## src/rtl/cmp8_window_stats.sv

```systemverilog
// cmp8_window_stats
// Classifies each comparator GREATER/LESS sample as greater, less, equal or
// illegal, counts them over a window of WINDOW accepted samples, and presents
// the counts plus a gt-versus-lt majority verdict on a valid/ready output.
module cmp8_window_stats #(
  parameter int WINDOW = 16,
  parameter int CNT_W  = 8
) (
  input  logic             clk,
  input  logic             rst,
  input  logic             clear,
  input  logic             in_valid,
  output logic             in_ready,
  input  logic             GREATER,
  input  logic             LESS,
  output logic             out_valid,
  input  logic             out_ready,
  output logic [CNT_W-1:0] gt_cnt,
  output logic [CNT_W-1:0] lt_cnt,
  output logic [CNT_W-1:0] eq_cnt,
  output logic [CNT_W-1:0] err_cnt,
  output logic [1:0]       majority
);

  // The index is 8 bits wide because WINDOW never exceeds 255.
  localparam logic [7:0] LAST_IDX = 8'(WINDOW - 1);

  typedef enum logic {
    ACCUM,
    HOLD
  } state_t;

  state_t           state;
  logic [7:0]       idx;
  logic [CNT_W-1:0] gt_acc, lt_acc, eq_acc, err_acc;
  logic [CNT_W-1:0] gt_nxt, lt_nxt, eq_nxt, err_nxt;
  logic [1:0]       maj_nxt;
  logic             accept;

  // A counter holds at all-ones instead of wrapping.
  function automatic logic [CNT_W-1:0] sat_inc(input logic [CNT_W-1:0] c);
    return (c == {CNT_W{1'b1}}) ? c : c + 1'b1;
  endfunction

  assign in_ready  = (state == ACCUM);
  assign out_valid = (state == HOLD);
  assign accept    = in_valid & in_ready;

  // Counts including the sample being accepted this cycle. On the last slot
  // of a window these are the values loaded into the outputs, so the final
  // sample is part of the result. The majority verdict is derived from them.
  always_comb begin
    gt_nxt  = gt_acc;
    lt_nxt  = lt_acc;
    eq_nxt  = eq_acc;
    err_nxt = err_acc;
    if (accept) begin
      case ({GREATER, LESS})
        2'b10:   gt_nxt  = sat_inc(gt_acc);
        2'b01:   lt_nxt  = sat_inc(lt_acc);
        2'b00:   eq_nxt  = sat_inc(eq_acc);
        default: err_nxt = sat_inc(err_acc);
      endcase
    end
    if (gt_nxt > lt_nxt)
      maj_nxt = 2'b01;
    else if (lt_nxt > gt_nxt)
      maj_nxt = 2'b10;
    else
      maj_nxt = 2'b00;
  end

  // Window FSM. In ACCUM it collects samples and publishes the result on the
  // last one; in HOLD it keeps the result stable until the consumer takes it.
  // clear abandons the window and any held result, but the published count
  // registers keep their last values.
  always_ff @(posedge clk or posedge rst) begin
    if (rst) begin
      state    <= ACCUM;
      idx      <= '0;
      gt_acc   <= '0;
      lt_acc   <= '0;
      eq_acc   <= '0;
      err_acc  <= '0;
      gt_cnt   <= '0;
      lt_cnt   <= '0;
      eq_cnt   <= '0;
      err_cnt  <= '0;
      majority <= 2'b00;
    end else if (clear) begin
      state   <= ACCUM;
      idx     <= '0;
      gt_acc  <= '0;
      lt_acc  <= '0;
      eq_acc  <= '0;
      err_acc <= '0;
    end else begin
      case (state)
        ACCUM: begin
          if (accept) begin
            if (idx == LAST_IDX) begin
              gt_cnt   <= gt_nxt;
              lt_cnt   <= lt_nxt;
              eq_cnt   <= eq_nxt;
              err_cnt  <= err_nxt;
              majority <= maj_nxt;
              gt_acc   <= '0;
              lt_acc   <= '0;
              eq_acc   <= '0;
              err_acc  <= '0;
              idx      <= '0;
              state    <= HOLD;
            end else begin
              gt_acc  <= gt_nxt;
              lt_acc  <= lt_nxt;
              eq_acc  <= eq_nxt;
              err_acc <= err_nxt;
              idx     <= idx + 8'd1;
            end
          end
        end
        HOLD: begin
          if (out_ready)
            state <= ACCUM;
        end
        default: state <= ACCUM;
      endcase
    end
  end

endmodule
```

## config.mk

```make
export PLATFORM = sky130hd
export DESIGN_NAME = cmp8_window_stats
export DESIGN_NICKNAME = d
export VERILOG_FILES = /design/src/rtl/cmp8_window_stats.sv
export SDC_FILE = /design/constraint.sdc
export NUM_CORES = 1
export LEC_CHECK = 0
export BUFFER_PORTS_ARGS = -buffer_cell sky130_fd_sc_hd__clkbuf_2
export CAP_MARGIN = 20
export CORE_ASPECT_RATIO = 1.2
export CORE_MARGIN = 4
export CORE_UTILIZATION = 30
export CTS_CLUSTER_DIAMETER = 50
export DETAILED_ROUTE_END_ITERATION = 8
export GPL_TIMING_DRIVEN = 0
export PLACE_DENSITY = 0.52
export SYNTH_ARGS = -nofsm -noshare
export SYNTH_HDL_FRONTEND = slang
export SYNTH_SLANG_ARGS = --single-unit
export TNS_END_PERCENT = 5
```

## constraint.sdc

```tcl
create_clock -name clk -period 4.65 [get_ports clk]
set_clock_uncertainty 0.1 [all_clocks]
set_input_delay 0.93 -clock clk [delete_from_list [all_inputs] [get_ports clk]]
set_output_delay 0.93 -clock clk [all_outputs]
set_load 0.005 [all_outputs]
```

==> results of run 1 <==
==> power groups by stage <==
stage	Sequential [uW]	Clock, uW	Combinational [uW]
final	660	804	71.3
after global routing	660	861	81.2
after CTS	660	822	73.2
after detailed placement	672	0	73.1
after global placement	672	0	68.7
after floorplan	671	0	48.0
==> worst min path at each step <==
| stage | cells past startpoint | slack, ns | from | endpoint |
|---|---|---|---|---|
| 3_3_place_gp | 1 | 0.37 | majority[1]$_DFFE_PP0P_ | majority[1]$_DFFE_PP0P_ |
| 6_report | 1 | 0.38 | majority[1]$_DFFE_PP0P_ | majority[1]$_DFFE_PP0P_ |
| 3_5_place_dp | 1 | 0.37 | majority[1]$_DFFE_PP0P_ | majority[1]$_DFFE_PP0P_ |
| 5_1_grt | 1 | 0.41 | majority[1]$_DFFE_PP0P_ | majority[1]$_DFFE_PP0P_ |
| 2_1_floorplan | 1 | 0.36 | idx[7]$_DFFE_PP0P_ | idx[7]$_DFFE_PP0P_ |
| 4_1_cts | 1 | 0.39 | majority[1]$_DFFE_PP0P_ | majority[1]$_DFFE_PP0P_ |
==> metrics by stage <==
| step | hold slack (ns) | utilization | area (um^2) | instances |
|---|---|---|---|---|
| 6_report | 0.380 | 0.370 | 4700 | 621 |
| 5_1_grt | 0.409 | 0.370 | 4700 | 621 |
| 4_1_cts | 0.385 | 0.370 | 4700 | 621 |
| 3_5_place_dp | 0.371 | 0.343 | 4360 | 605 |
| 3_3_place_gp | 0.367 | 0.341 | 4330 | 604 |
| 2_1_floorplan | 0.357 | - | 3930 | 400 |
==> per-layer routing <==
metal / GRT usage / vias up
li1: - / 1554
met1: 0.183 / 1570
met2: 0.242 / 57
met3: 0.0373 / 10
met4: 0.0448 / 0
met5: 0 / -
==> synthesized netlist by cell type, types with 9 or more instances <==
| cell type | n | area [um^2] |
|---|---|---|
| nand4_1 | 12 | 75.1 |
| mux2_1 | 10 | 113 |
| nand2_1 | 68 | 255 |
| xnor2_1 | 10 | 87.6 |
| nand3_1 | 12 | 60.1 |
| buf_2 | 10 | 50.1 |
| xor2_1 | 10 | 87.6 |
| nor2_1 | 20 | 75.1 |
| o21ai_1 | 42 | 210 |
| ha_1 | 13 | 163 |
| a21oi_1 | 9 | 45.0 |
| a31oi_1 | 13 | 81.3 |
| dfrtp_1 | 75 | 1880 |
| mux2i_1 | 10 | 100 |
==> placed cells by master, fill, tap and decap left out, types with 12 or more instances in the layout <==
master and count:
ha_1 13, nand3_1 12, o21ai_1 42, clkbuf_2 41, nand4_1 12, nor2_1 20
nand2_1 68, a31oi_1 13, dfrtp_1 75
==> flip-flops by register name (all words and copies together) (netlist names) <==
name,flops
lt_acc,8
err_cnt,8
majority,2
lt_cnt,8
out_valid,1
gt_acc,8
gt_cnt,8
err_acc,8
eq_acc,8
eq_cnt,8
idx,8
==> worst max-delay path, delay by kind of cell <==
kind	cells	cell delay, ns
simple gates	3	0.74
xor+xnor	1	0.30
fa+ha+maj	1	0.29
buf+inv	1	0.17
compound gates	5	1.25
==> area by class of cell <==
| cell class | count | area share |
|---|---|---|
| multi-input cells | 299 | 0.409 |
| flip-flops and latches | 75 | 0.399 |
| repair buffers | 41 | 0.0484 |
| clock buffers | 9 | 0.0479 |
| well taps | 164 | 0.0436 |
| clock inverters | 7 | 0.0247 |
| plain buffers | 19 | 0.0213 |
| inverters | 7 | 0.00612 |
==> cell families (layout without fill, tap and decap cells) <==
logic type / Yosys count / count (layout) / share of synthesized area
AOI/OAI and AO/OA: 96 / 96 / 0.154
xor gates and xnor gates: 20 / 20 / 0.0446
adders and majority gates: 13 / 13 / 0.0414
buffers and inverters: 26 / 83 / 0.0322
DFF: 75 / 75 / 0.478
muxes: 25 / 25 / 0.0685
and+or+nand+nor: 145 / 145 / 0.182
==> key figures, run 1 <==
Outcome
  – Status: finished, final reports clean

Logic synthesis
  – Post-synthesis cell area: 3930 um^2
  – Main flop type after synthesis: dfrtp_1
  – FFs w/ async S/R, synth: 1.00
  – Synthesized instance count: 400
  – Syn_nets: 420
  – Synthesized area per cell: 9.82 um^2
  – Netlist cell types: 51
  – Post-synthesis sequential area ratio: 0.478
  – Number of synthesized register bits: 75
  – Post-synth EDFFs: 0
  – Synth warn: 0

Global routing
  – Pin count of the biggest net entering global routing: 44
  – All-Layer GR Usage: 0.145
  – First-pass GRT wire length: 17.0 mm
  – Number of global-route vias before repair: 3228
  – Congestion Overflow GR: 0
  – Initial antenna violation count: 0

Clock network
  – CTS Sinks: 75
  – Clk slew on worst S/H paths: 0.06 ns
  – Root Driver: clkbuf_16
  – H-tree depth: 3
  – Cts repair resizes: 0
  – Num CTS Buffers: 9
  – CTS tree: built
  – Max clock buf depth: 2
  – Hold buffers post-CTS: 0
  – Clock latency on the worst-skew pair: 0.34 ns
  – Post-CTS Setup Bufs: 0

Routing
  – Via count: 3191
  – DRT iter0 DRCs: 205
  – DR WL/cell: 16.5 um
  – Top Layer Used: met4
  – Drt pass-1 iters: 4
  – M1 wire length: 4.57 mm
  – Via density: 5.14
  – DRC viols: 0
  – WL met2: 5.11 mm
  – Detail Route Antenna Nets: 0
  – Detailed Route WL: 10.2 mm
  – Routed length on met3: 405 um

Power and ir drop
  – Power consumption: 1540 uW
  – Clk pwr share: 0.524
  – Worst vdd ir: 0.171 mV
  – Register share of total power: 0.430
  – PD cells: 326 nW/um^2
  – Sw Pwr: 335 uW
  – P_leak: 0.00213 uW
  – Combinational share of power: 0.046
  – Switching share of power: 0.218
  – Int Power: 1200 uW

Placed design
  – RD Place Congestion: 0.812
  – Pre-CTS setup slack: 0.737 ns
  – Post-DP HPWL: 7.37 mm
  – Buffers on Ports: 40

Timing
  – RSZ-0062 raised after global routing: no
  – Achievable frequency: 281 MHz
  – Tcrit/Tclk final: 0.766
  – Final setup fails: 0
  – Worst setup margin: 1.09 ns
  – Worst relative slew slack: 0.562
  – Slew of the pin with the lowest slew margin: 0.654 ns
  – Setup TNS: 0 ns
  – Hold Fails Final Rpt: 0
  – Final slew viol count: 0
  – Final min period: 3.56 ns

Final layout
  – FILL cells: 1323
  – Seq. cell area: 1880 um^2
  – Area of the multi-input gates: 1920 um^2
  – Fraction of layout cells with a size suffix above 1: 0.190
  – Diode count: 0
  – Area Overhead vs Synth: 19.8%
  – Final net count: 472

Worst setup path
  – CP Launch Type: input port
  – Worst Setup EP: majority[1]$_DFFE_PP0P_
  – Max stage delay cell, worst path: a221oi_1
  – Reg2reg path depth: 11
  – CP endpoint kind: flip-flop
  – Register-to-Register Setup Slack: 1.32 ns
  – CP max FO: 8
  – Crit path kind: input port to flip-flop
  – Capture point of the worst reg-to-reg path: majority[1]$_DFFE_PP0P_
  – CP required: 4.78 ns
  – Max incr delay on CP: 0.38 ns
  – CP Launch Point: GREATER
  – Sequence of cells on the critical path: buf_2 -> and4bb_2 -> o21a_2 -> nand4_1 -> xnor2_1 -> ha_1 -> and3_1 -> a221o_1 -> a221oi_1 -> a311oi_1 -> a21o_1
  – Reg-to-Reg Start: lt_acc[0]$_DFFE_PP0P_
  – Worst EP arrival: 3.69 ns

Job
  – Max Cap Violations: 0

Die
  – # IOs: 43
  – # rows: 45
  – Chip Height: 133 um
  – Initial core utilization: 0.309
  – Core area: 12700 um^2
  – Die width: 112 um
  – Die footprint: 15000 um^2

Min path
  – HP Class: flip-flop to flip-flop
Note: power is estimated with default switching activity, not from simulation.
==> inputs of run 2 (changes only) <==
Settings changed: ABC_AREA from default to 1, PLACE_DENSITY 0.52 to 0.54.
Clock period 4.65 ns to 3.2 ns, I/O delays scaled along.
==> key figures, run 2 <==
Worst setup path
  – CP Depth: 14
  – Top delay family on crit path: simple AND/OR/NAND/NOR gates
  – CP required: 3.32 ns
  – CP Launch Type: flip-flop
  – Sequence of cells on the critical path: inv_2 -> nand2_4 -> nor2_4 -> nand2_1 -> o21ai_1 -> inv_1 -> ha_1 -> nand2_1 -> nor2_1 -> nand2_1 -> nor3_1 -> nor2_1 -> nand2_1 -> nand2_1
  – CP max FO: 9
  – Crit path kind: flip-flop to flip-flop
  – CP endpoint kind: flip-flop
  – Reg2reg path depth: 14
  – Max incr delay on CP: 0.46 ns
  – Most used cell, CP: nand2_1
  – Worst EP arrival: 2.77 ns
  – Max stage delay cell, worst path: dfrtp_1
  – Crit path buffers/inverters: 2

Timing
  – RSZ-0062 raised after global routing: no
  – Final min period: 2.65 ns
  – Final setup fails: 0
  – Tcrit/Tclk final: 0.827
  – Hold Fails Final Rpt: 0
  – Worst relative slew slack: 0.614
  – Setup TNS: 0 ns
  – Final slew viol count: 0
  – Achievable frequency: 378 MHz
  – Slew of the pin with the lowest slew margin: 0.580 ns

Clock network
  – Max clock buf depth: 2
  – Post-CTS Setup Bufs: 0
  – Clk slew on worst S/H paths: 0.06 ns
  – CTS tree: built
  – Root Driver: clkbuf_16
  – Clock latency on the worst-skew pair: 0.33 ns
  – H-tree depth: 3
  – Hold buffers post-CTS: 0
  – Num CTS Buffers: 9
  – CTS Sinks: 75
  – Cts repair resizes: 0

Logic synthesis
  – Post-synth EDFFs: 0
  – Top cells by count, synth: nand2_1 (249), dfrtp_1 (75), nand3_1 (60)
  – Number of synthesized register bits: 75
  – Synth area leader: dfrtp_1
  – Main flop type after synthesis: dfrtp_1
  – Synthesized area per cell: 7.31 um^2
  – Most common cell in the synthesized netlist: nand2_1
  – Synth top area cells: dfrtp_1 (44%), nand2_1 (22%), nand3_1 (7.0%)
  – Synth top area share: 0.437
  – Synthesized instance count: 587
  – Post-synthesis cell area: 4290 um^2
  – Synth warn: 0
  – Syn_nets: 607
  – FFs w/ async S/R, synth: 1.00
  – Netlist cell types: 32
  – Post-synthesis sequential area ratio: 0.437

Routing
  – Routed length on met3: 493 um
  – WL met2: 5.48 mm
  – DR WL/cell: 14.0 um
  – Detailed Route WL: 11.4 mm
  – Detail Route Antenna Nets: 0
  – Top Layer Used: met4
  – Via density: 4.85
  – DRC viols: 0
  – Drt pass-1 iters: 4
  – DRT iter0 DRCs: 246
  – Via count: 3962
  – M1 wire length: 5.18 mm

Die
  – Die width: 117 um
  – Chip Height: 139 um
  – # IOs: 43
  – # rows: 47
  – Core area: 13900 um^2
  – Die footprint: 16300 um^2
  – Initial core utilization: 0.308

Placed design
  – Post-DP HPWL: 8.44 mm
  – RD Place Congestion: 0.894
  – Buffers on Ports: 42
  – Cell total after placement: 801

Outcome
  – Status: finished, final reports clean

Final layout
  – Final net count: 661
  – FILL cells: 1460
  – Most frequent cells in the layout: nand2_1 (249), dfrtp_1 (75), nand3_1 (60), inv_1 (43), clkbuf_2 (42)
  – Final Non-Filler Cells: 817
  – Area Overhead vs Synth: 18.3%
  – Most common cell after layout, fill and taps aside: nand2_1
  – Diode count: 0
  – Util after Layout: 0.364
  – Fraction of layout cells with a size suffix above 1: 0.141

Min path
  – HP Class: input port to async pin

Power and ir drop
  – Sw Pwr: 491 uW
  – Worst vdd ir: 0.213 mV
  – Switching share of power: 0.223
  – Combinational share of power: 0.056
  – Int Power: 1710 uW
  – Register share of total power: 0.438
  – PD cells: 435 nW/um^2
  – P_leak: 0.00259 uW
  – Clk pwr share: 0.506

Global routing
  – Pin count of the biggest net entering global routing: 42
  – All-Layer GR Usage: 0.149
  – First-pass GRT wire length: 19.2 mm
  – Initial antenna violation count: 0
  – Congestion Overflow GR: 0
  – Number of global-route vias before repair: 3891

Job
  – Max Cap Violations: 0
==> run 2: cell count changes in the layout (fill, tap and decap cells not counted), moves of 13 or more <==
| cell | delta |
|---|---|
| nand2_1 | +181 |
| nand3_1 | +48 |
| inv_1 | +37 |
| o21ai_0 | +15 |
| a31oi_1 | -13 |
| o21ai_1 | -28 |
| nor2_1 | +14 |
==> run 2: through the flow <==
stage	area, um^2	hold WS, ns	total power [uW]	setup slack (ns)
final	5070	0.221	2210	0.553
after detailed placement	4740	0.365	1110	0.287
after global routing	5070	0.263	2300	0.324
after global placement	4710	0.365	1100	-0.496
after floorplan	4290	0.349	1060	0.550
after CTS	5070	0.240	2230	0.527
==> run 2: logic make-up after synthesis <==
group	Yosys count	share of synthesized area
AND/OR/NAND/NOR	385	0.392
buffers and inverters	65	0.0700
flip-flops	75	0.437
XOR/XNOR	3	0.00613
adder cells (fa/ha/maj)	13	0.0379
AO/OA/AOI/OAI	46	0.0563
==> run 2: power groups by stage <==
stage | logic, uW | registers [uW] | clock network (uW)
after CTS | 128 | 965 | 1140
after detailed placement | 127 | 982 | 0
after global routing | 143 | 966 | 1190
final | 124 | 965 | 1120
after global placement | 121 | 982 | 0
after floorplan | 82.8 | 980 | 0
==> run 2: final cells by class <==
cell class | instances | area, um^2 | share of cell area
multi-input cells | 447 | 2110 | 0.417
flip-flops and latches | 75 | 1880 | 0.370
clock buffers | 12 | 256 | 0.0506
repair buffers | 43 | 238 | 0.0469
well taps | 171 | 214 | 0.0422
inverters | 51 | 195 | 0.0385
plain buffers | 14 | 108 | 0.0212
clock inverters | 4 | 72.6 | 0.0143
==> run 2: layer usage <==
layer,up-vias,GRT usage
met2,84,0.236
li1,1990,-
met5,-,0
met4,0,0.0568
met1,1874,0.201
met3,14,0.0258
==> run 2: final timing paths <==
| kind | slack, ns | startpoint | end |
|---|---|---|---|
| worst min register to register | 0.38 | gt_cnt[5]$_DFFE_PP0P_ | gt_cnt[5]$_DFFE_PP0P_ |
| worst max-delay path | 0.55 | out_valid$_DFF_PP0_ | majority[1]$_DFFE_PP0P_ |
| worst min-delay path | 0.22 | rst | eq_cnt[1]$_DFFE_PP0P_ |
| max in group asynchronous | 2.21 | rst | gt_acc[6]$_DFFE_PP0P_ |
| min in group clk | 0.38 | out_ready | out_valid$_DFF_PP0_ |
| worst max register to register | 0.55 | out_valid$_DFF_PP0_ | majority[1]$_DFFE_PP0P_ |
